--- src/rtl/fifo_uart_tx_pkg.sv ---
// fifo_uart_tx_pkg: shared FSM encodings, parity modes and width helper for the UART stages
// Contents:
//   state_e   3-bit transmit FSM state encoding
//   PAR_*     parity mode values for the PARITY parameter
//   clog2     ceiling log2, used for counter widths (also meant for the RX stage)
package fifo_uart_tx_pkg;
  typedef enum logic [2:0] {
    ST_IDLE  = 3'd0,
    ST_FETCH = 3'd1,
    ST_LOAD  = 3'd2,
    ST_START = 3'd3,
    ST_DATA  = 3'd4,
    ST_PAR   = 3'd5,
    ST_STOP  = 3'd6
  } state_e;
  localparam int PAR_NONE = 0;
  localparam int PAR_ODD  = 1;
  localparam int PAR_EVEN = 2;
  function automatic int clog2(input int v);
    int r;
    r = 0;
    while ((1 << r) < v) r++;
    return r;
  endfunction
endpackage

--- src/rtl/fifo_uart_tx_if.sv ---
// fifo_uart_tx_if: FIFO read port plus serial line and status of the UART transmit stage
// Signals:
//   fifo_empty    FIFO empty flag
//   fifo_rd_data  FIFO read data, valid the cycle after a read pulse
//   fifo_rd_en    single-cycle read pulse to the FIFO
//   tx            serial line, idle high
//   busy          frame in progress (FETCH through last stop-bit cycle)
//   tx_done       pulse on the final cycle of the last stop bit
// Modports: master = transmit stage, slave = FIFO/pad side.
interface fifo_uart_tx_if #(
  parameter int WIDTH = 8
);
  logic             fifo_empty;
  logic [WIDTH-1:0] fifo_rd_data;
  logic             fifo_rd_en;
  logic             tx;
  logic             busy;
  logic             tx_done;
  modport master (
    input  fifo_empty, fifo_rd_data,
    output fifo_rd_en, tx, busy, tx_done
  );
  modport slave (
    output fifo_empty, fifo_rd_data,
    input  fifo_rd_en, tx, busy, tx_done
  );
endinterface

--- src/rtl/fifo_uart_tx_baud_tick.sv ---
// fifo_uart_tx_baud_tick: bit-time counter with one-cycle tick on terminal count
// Ports:
//   clk    system clock
//   rst    synchronous active-high reset
//   clear  holds the counter at 0 (no tick while asserted)
//   tick   high on the last cycle of each CLKS_PER_BIT period
module fifo_uart_tx_baud_tick
  import fifo_uart_tx_pkg::*;
#(
  parameter int CLKS_PER_BIT = 868
) (
  input  logic clk,
  input  logic rst,
  input  logic clear,
  output logic tick
);
  localparam int CW = clog2(CLKS_PER_BIT);
  localparam logic [CW-1:0] LAST = CW'(CLKS_PER_BIT - 1);
  logic [CW-1:0] cnt;
  assign tick = !clear && cnt == LAST;
  always_ff @(posedge clk)
    if (rst || clear) cnt <= '0;
    else cnt <= tick ? '0 : cnt + CW'(1);
endmodule

--- src/rtl/fifo_uart_tx.sv ---
// fifo_uart_tx: drains the FIFO one byte per frame and sends it as a UART frame on tx
// Parameters:
//   WIDTH         data bits per frame (matches FIFO width)
//   CLKS_PER_BIT  clock cycles per bit time, >= 2
//   PARITY        PAR_NONE / PAR_ODD / PAR_EVEN
//   STOP_BITS     1 or 2
// Ports:
//   clk  system clock
//   rst  synchronous active-high reset
//   bus  master side of fifo_uart_tx_if (FIFO read port, tx, busy, tx_done)
module fifo_uart_tx
  import fifo_uart_tx_pkg::*;
#(
  parameter int WIDTH        = 8,
  parameter int CLKS_PER_BIT = 868,
  parameter int PARITY       = PAR_NONE,
  parameter int STOP_BITS    = 1
) (
  input logic          clk,
  input logic          rst,
  fifo_uart_tx_if.master bus
);
  localparam int BW = clog2(WIDTH + 1);
  localparam logic [BW-1:0] LAST_DATA = BW'(WIDTH - 1);
  localparam logic [BW-1:0] LAST_STOP = BW'(STOP_BITS - 1);
  localparam state_e AFTER_DATA = (PARITY != PAR_NONE) ? ST_PAR : ST_STOP;
  state_e           state, state_n;
  logic [WIDTH-1:0] shift, shift_n;
  logic [BW-1:0]    bit_cnt, bit_cnt_n;
  logic             par, par_n;
  logic             tx_q, tx_n;
  logic             tick, clear;
  // the bit timer only runs while a frame is on the line
  assign clear = state == ST_IDLE || state == ST_FETCH || state == ST_LOAD;
  fifo_uart_tx_baud_tick #(.CLKS_PER_BIT(CLKS_PER_BIT)) u_baud (
    .clk   (clk),
    .rst   (rst),
    .clear (clear),
    .tick  (tick)
  );
  always_comb begin
    state_n   = state;
    shift_n   = shift;
    bit_cnt_n = bit_cnt;
    par_n     = par;
    case (state)
      ST_IDLE:  state_n = bus.fifo_empty ? ST_IDLE : ST_FETCH;
      ST_FETCH: state_n = ST_LOAD;
      ST_LOAD: begin
        state_n   = ST_START;
        shift_n   = bus.fifo_rd_data;
        par_n     = ^bus.fifo_rd_data ^ (PARITY == PAR_ODD);
        bit_cnt_n = '0;
      end
      ST_START: state_n = tick ? ST_DATA : ST_START;
      ST_DATA: if (tick) begin
        shift_n   = shift >> 1;
        bit_cnt_n = bit_cnt == LAST_DATA ? '0 : bit_cnt + BW'(1);
        state_n   = bit_cnt == LAST_DATA ? AFTER_DATA : ST_DATA;
      end
      ST_PAR:   state_n = tick ? ST_STOP : ST_PAR;
      ST_STOP: if (tick) begin
        bit_cnt_n = bit_cnt == LAST_STOP ? '0 : bit_cnt + BW'(1);
        state_n   = bit_cnt == LAST_STOP ? ST_IDLE : ST_STOP;
      end
      default:  state_n = ST_IDLE;
    endcase
    // tx is registered, so it is decoded from the next state and next shift value
    tx_n = state_n == ST_START ? 1'b0 :
           state_n == ST_DATA  ? shift_n[0] :
           state_n == ST_PAR   ? par_n : 1'b1;
  end
  always_ff @(posedge clk)
    if (rst) begin
      state   <= ST_IDLE;
      shift   <= '0;
      bit_cnt <= '0;
      par     <= 1'b0;
      tx_q    <= 1'b1;
    end else begin
      state   <= state_n;
      shift   <= shift_n;
      bit_cnt <= bit_cnt_n;
      par     <= par_n;
      tx_q    <= tx_n;
    end
  assign bus.tx         = tx_q;
  assign bus.fifo_rd_en = state == ST_FETCH;
  assign bus.busy       = state != ST_IDLE;
  assign bus.tx_done    = state == ST_STOP && tick && bit_cnt == LAST_STOP;
endmodule

--- src/flat_wrapper.sv ---
// flat-port wrapper written by rule: the top's interface ports become plain ports
module fifo_uart_tx_flat import fifo_uart_tx_pkg::*;
#(
  parameter int WIDTH        = 8,
  parameter int CLKS_PER_BIT = 868,
  parameter int PARITY       = PAR_NONE,
  parameter int STOP_BITS    = 1
)
  (clk, rst, bus_fifo_empty, bus_fifo_rd_data, bus_fifo_rd_en, bus_tx, bus_busy, bus_tx_done);
  fifo_uart_tx_if #(.WIDTH(WIDTH)) bus_i ();
  input logic clk;
  input logic rst;
  input wire logic [$bits(bus_i.fifo_empty)-1:0] bus_fifo_empty;
  input wire logic [$bits(bus_i.fifo_rd_data)-1:0] bus_fifo_rd_data;
  output wire logic [$bits(bus_i.fifo_rd_en)-1:0] bus_fifo_rd_en;
  output wire logic [$bits(bus_i.tx)-1:0] bus_tx;
  output wire logic [$bits(bus_i.busy)-1:0] bus_busy;
  output wire logic [$bits(bus_i.tx_done)-1:0] bus_tx_done;
  assign bus_i.fifo_empty = bus_fifo_empty;
  assign bus_i.fifo_rd_data = bus_fifo_rd_data;
  assign bus_fifo_rd_en = bus_i.fifo_rd_en;
  assign bus_tx = bus_i.tx;
  assign bus_busy = bus_i.busy;
  assign bus_tx_done = bus_i.tx_done;
  fifo_uart_tx #(.WIDTH(WIDTH), .CLKS_PER_BIT(CLKS_PER_BIT), .PARITY(PARITY), .STOP_BITS(STOP_BITS)) u_core (.clk(clk), .rst(rst), .bus(bus_i));
endmodule
--- config.mk ---
export PLATFORM = sky130hd
export DESIGN_NAME = fifo_uart_tx_flat
export DESIGN_NICKNAME = d
export VERILOG_FILES = /design/src/rtl/fifo_uart_tx_pkg.sv /design/src/rtl/fifo_uart_tx_if.sv /design/src/rtl/fifo_uart_tx_baud_tick.sv /design/src/rtl/fifo_uart_tx.sv /design/src/flat_wrapper.sv
export SDC_FILE = /design/constraint.sdc
export NUM_CORES = 1
export LEC_CHECK = 0
export BUFFER_PORTS_ARGS = -buffer_cell sky130_fd_sc_hd__buf_2
export CAP_MARGIN = 40
export CORE_ASPECT_RATIO = 0.8
export CORE_MARGIN = 2
export CORE_UTILIZATION = 57
export CTS_CLUSTER_DIAMETER = 60
export DETAILED_ROUTE_END_ITERATION = 8
export PLACE_DENSITY = 0.85
export SYNTH_ARGS = -nofsm -noshare
export SYNTH_HDL_FRONTEND = slang
export SYNTH_HIERARCHICAL = 1
export SYNTH_SLANG_ARGS = --single-unit
--- constraint.sdc ---
create_clock -name clk -period 3.4 [get_ports clk]
set_input_delay 0.68 -clock clk [delete_from_list [all_inputs] [get_ports clk]]
set_output_delay 0.68 -clock clk [all_outputs]
set_load 0.005 [all_outputs]
Word level (Yosys, flattened, before mapping)
Cells that the tools add are included.

Input bits: 11. Output and inout port bits: 4. Word-level logic and storage cells: 57. Register bits after elaboration: 27.

Mux-type cells: 19. Equality and inequality tests: 13. Add/subtract/negate cells: 2. Reductions and logical operators: 16.

Operators with widths (number): 3-bit one-hot mux with 7 select lines (1); 4-bit 2-to-1 mux (4); 8-bit one-hot mux with 2 select lines (1); 3-bit equality test (second input constant) (5); 3-bit 2-to-1 mux (4); 4-bit one-hot mux with 3 select lines (1); 10-bit by 1-bit adder with 10-bit output (second input constant) (1); 10-bit equality test (second input constant) (1); 3-bit by 2-bit equality test with 1-bit output (second input constant) (3); 8-bit 2-to-1 mux (1); 8-bit parity (1); 3-bit nonzero test (2); 1-bit 2-to-1 mux (5); 4-bit by 1-bit adder with 4-bit output (second input constant) (1); 4-bit by 3-bit equality test with 1-bit output (second input constant) (1); 4-bit zero test (1); 2-bit 2-to-1 mux (2); 2-bit by 1-bit inequality test with 1-bit output (second input constant) (2); 3-bit by 1-bit equality test with 1-bit output (second input constant) (1); 1-bit logical AND (3); 3-bit zero test (1); 1-bit logical OR (3); 3-bit AND reduction (1); 2-bit AND reduction (1); 3 further kinds (3).

Depth between registers and ports, before layout
Depth after elaboration: 11. Gate-level depth with buffers: 10.

Cells and area by module
The synthesis kept the hierarchy.

Modules (own cells, without submodules): fifo_uart_tx (instances 1, sequential area each 340.3 um^2, area an instance 1002.2 um^2, cells an instance 122); fifo_uart_tx_baud_tick (instances 1, sequential area each 200.2 um^2, area an instance 449.2 um^2, cells an instance 49).

Worst setup path after synthesis
No wires, ideal clock.

Kind: reg-to-reg. Start: reg u_core.state[1]. End: reg u_core.tx_q (netlist: u_core/bus.tx). Arrival time: 2.618 ns. Clock period less this slack: 2.740 ns. Buffers on the path: 2. Cell stages (with the launch flop): 10. Setup slack: 0.660 ns. Path through: dfxtp_1 clkbuf_1 a21oi_1 or4b_4 nor3_1 clkbuf_1 and4b_1 a211oi_1 a2111o_1 a221o_1.

Word-level cells in the longest chain between the ends: 11. Elaborated cells between the ends (all ways): 25.

Ends and longest elaborated chain: start, declared (line fifo_uart_tx.sv:27) `state_e state, state_n;`; start signal, assigned (line fifo_uart_tx.sv:81) `state <= state_n;`; 3-bit by 1-bit equality test with 1-bit output / 3-bit zero test (equally long branches) (line fifo_uart_tx.sv:34) `assign clear = state == ST_IDLE || state == ST_FETCH || state == ST_LOAD;`; 1-bit logical OR (line fifo_uart_tx.sv:34); 1-bit logical OR (*) (line fifo_uart_tx.sv:34); net u_core.clear (line fifo_uart_tx.sv:32) `logic tick, clear;`; 1-bit zero test (*) (line fifo_uart_tx_baud_tick.sv:20) `assign tick = !clear && cnt == LAST;`; 1-bit logical AND (*) (line fifo_uart_tx_baud_tick.sv:20); net u_core.tick (line fifo_uart_tx.sv:32); 3-bit 2-to-1 mux, or another cell as far along (line fifo_uart_tx.sv:62) `ST_STOP: if (tick) begin`; 3-bit one-hot mux with 7 select lines (line fifo_uart_tx.sv:46) `case (state)`; 3-bit equality test (line fifo_uart_tx.sv:71) `state_n == ST_PAR ? par_n : 1'b1;`; 1-bit 2-to-1 mux (line fifo_uart_tx.sv:71); 1-bit 2-to-1 mux (line fifo_uart_tx.sv:70) `state_n == ST_DATA ? shift_n[0] :`; 1-bit 2-to-1 mux (*) (line fifo_uart_tx.sv:69) `tx_n = state_n == ST_START ? 1'b0 :`; end signal, assigned (line fifo_uart_tx.sv:85) `tx_q <= tx_n;`; end, declared (line fifo_uart_tx.sv:31) `logic tx_q, tx_n;`.

The timed path passes the listed nets; every way through them passes the cells marked *. The select of a mux whose other input is x is not followed. A chain may end at the register's enable or synchronous reset.

Final worst setup path
Start: reg u_core.state[0]. End: out bus_tx_done.

Word-level cells in the longest chain between the ends: 7. Elaborated cells between the ends (all ways): 10.

Ends and longest elaborated chain: 3-bit by 1-bit equality test with 1-bit output / 3-bit zero test (equally long branches) (line fifo_uart_tx.sv:34); 1-bit logical OR (line fifo_uart_tx.sv:34); 1-bit logical OR (*) (line fifo_uart_tx.sv:34); net u_core.clear (line fifo_uart_tx.sv:32); 1-bit zero test (*) (line fifo_uart_tx_baud_tick.sv:20); 1-bit logical AND (*) (line fifo_uart_tx_baud_tick.sv:20); net u_core.tick (line fifo_uart_tx.sv:32); 1-bit logical AND (*) (2 in series) (line fifo_uart_tx.sv:90) `assign bus.tx_done = state == ST_STOP && tick && bit_cnt == LAST_STOP;`; end, declared (line flat_wrapper.sv:18) `output wire logic [$bits(bus_i.tx_done)-1:0] bus_tx_done;`.

The timed path passes the listed nets; every way through them passes the cells marked *.

==> reports/qor.yml <==
status: "completed"
grt_util_met2_pct: 35.7
num-nets-final: 197
core_area_mm2: 0.00242
p_leak_nw: 0.504
slew_headroom_pct: 66.0
cts-htree-levels: 1
clockBufferDepth: 2
ant_nets: 0
clock_skew_ns: 0.00963
cts-root-buf: "clkbuf_4"
area_growth_pct: 8.62
tritoncts: "yes"
grt_start_max_net_pins: 19
yosysUniqueCellTypes: 43
fin_crit_sh_pct: 88.4
p_int_mw: 0.415
worstPathRequired_ns: 2.72
vias: 1284
synth_area_per_cell_um2: 8.49
ys_ff_latch: 27
grt_pass1_vias: 1210
io_buffer_count: 14
synth_area_mm2: 0.00145
cts_sinks: 27
syn_nets: 185
ys_seq_area_share_pct: 37.2
wl_per_cell_um: 13.3
grt_pass1_wl_um: 5050
drt_wl_total_um: 2890
postSynthCellCount: 171
hold_viol: 0
ios: 15
numCtsBuffers: 3
grt-busiest-layer: "met2"
dr.pass1.iters: 4
hp-class: "register to register"
place_ws_ns: 0.688
fin_crit_ns: 3.01
placed_cell_area_mm2: 0.00155
gp_congestion: 0.831
cts_setup_buffers: 0
ir_worst_vdd_mv: 0.236
setup_viol: 0
drive_above_1_share_pct: 13.7
p_comb_share_pct: 14.8
mostFrequentLayoutCell: "dfxtp_1"
n_antenna_cell: 0
clk_pin_slew_ns: 0.15
post-route-util_pct: 65.1
cp.arrival_ns: 2.33
critPathCaptureType: "output pin"
rows: 16
rsz0062_at_grt: "no"
totalNegativeSetupSlack_ns: 0
p_sw_mw: 0.158
antenna_found_initial: 0
tightestPinTransition_ns: 0.509
drc: 0
hpwl_um: 2120
start_util_pct: 59.9
overflow: 0
cts_resized: 0
power_density_mw_per_mm2: 363
fmax_ghz: 0.333
crit_fanout: 15
final_cell_mix: "dfxtp_1, a21oi_1, nor2_1"
fp.dieH_um: 49.1
clock_latency_ns: 0.33
final_area_mm2: 0.00158
maxSlewViolCount: 0
clockPowerShare_pct: 25.3
ctsHoldBuffers: 0
post-place-cells: 214
finalNonFillerCells: 218
drt_iter0_markers: 109
grt_use_met1_pct: 28.2
async_reset_ff_share_pct: 0
critPathKind: "register to output pin"
synth_edf_count: 0
fin_ws_ns: 0.394
yosysWarnings: 6
synth_ff_type: "dfxtp_1"
die_w_um: 60.4
dieArea_mm2: 0.00297
viasPerCell: 5.89
seqPwrFrac_pct: 59.9
critPathLaunchType: "register"
swShare_pct: 27.6
grtUsageMet3_pct: 5.04
max_cap_violations: 0
grtUsageTotal_pct: 21.6
flip-flops by register name, summed over array words and instances (netlist names):
| register | count |
|---|---|
| u_core/state | 3 |
| u_core/u_baud/cnt | 10 |
| u_core/bus.tx | 1 |
| u_core/shift | 8 |
| u_core/bit_cnt | 4 |
| u_core/par | 1 |
Yosys cell counts (3+ instances only):
cell type | n | area (um^2)
nor4bb_1 | 3 | 30.0
a31oi_1 | 3 | 18.8
a21oi_1 | 17 | 85.1
clkbuf_1 | 5 | 18.8
nand3_1 | 6 | 30.0
inv_1 | 8 | 30.0
xnor2_1 | 8 | 70.1
o31ai_1 | 3 | 22.5
a211oi_1 | 3 | 22.5
or4_1 | 3 | 22.5
a22oi_1 | 7 | 52.6
o21ai_0 | 3 | 15.0
nor3b_1 | 3 | 22.5
dfxtp_1 | 27 | 541
or3_1 | 5 | 31.3
nand2_1 | 13 | 48.8
ha_1 | 3 | 37.5
buf_2 | 4 | 20.0
nor2_1 | 16 | 60.1
final timing paths:
kind                                 from                      endpoint  slack [ns]  cells past startpoint
max            u_core/state[0]$_SDFF_PP0_                   bus_tx_done        0.39                      7
min          u_core/shift[2]$_SDFFE_PP0P_  u_core/shift[2]$_SDFFE_PP0P_        0.46                      2
max reg2reg    u_core/state[0]$_SDFF_PP0_      u_core/bus.tx$_SDFF_PP1_        0.64                      8
min reg2reg  u_core/shift[2]$_SDFFE_PP0P_  u_core/shift[2]$_SDFFE_PP0P_        0.46                      2
power by group through the flow:
stage / Combinational (mW) / Sequential, mW / Clock (mW)
after floorplan: 0.0655 / 0.342 / 0
after detailed placement: 0.0834 / 0.350 / 0
after CTS: 0.0838 / 0.343 / 0.149
after global placement: 0.0807 / 0.348 / 0
final: 0.0845 / 0.343 / 0.145
after global routing: 0.0952 / 0.345 / 0.161
stage by stage:
stage / hold slack, ns / total power [mW]
after floorplan: 0.430 / 0.408
after global placement: 0.439 / 0.429
after detailed placement: 0.448 / 0.433
after CTS: 0.465 / 0.576
after global routing: 0.485 / 0.601
final: 0.465 / 0.573
cells by family (layout without fill, tap and decap cells):
family	Yosys count	after routing	share of synthesized area, %
buffers and inverters	18	29	5.00
and+or+nand+nor	68	68	27.6
xor gates and xnor gates	10	10	6.03
AOI/OAI and AO/OA	44	44	20.5
muxes	1	1	1.03
DFF	27	27	37.2
adders and majority gates	3	3	2.59
area by class of cell:
class,instances,area [um^2]
clock buffers,3,22.5
clock inverters,1,7.51
fillers,204,846
inverters,8,30.0
multi-input cells,126,838
flip-flops and latches,27,541
well taps,36,45.0
repair buffers,17,92.6
routing by layer:
| layer | routed length [um] | vias to the layer above |
|---|---|---|
| met3 | 114 | 0 |
| met5 | 0 | - |
| met2 | 1420 | 30 |
| met1 | 1360 | 601 |
| met4 | 0 | 0 |
| li1 | - | 653 |
worst max-delay path, cell delays in order (launching register included):
cell,delay (ns)
dfxtp_1,0.63
a21oi_1,0.16
or4b_4,0.53
nor3_1,0.19
buf_4,0.20
nand2_1,0.08
nor2_1,0.09
buf_2,0.12
(Power assumes the default switching activity.)
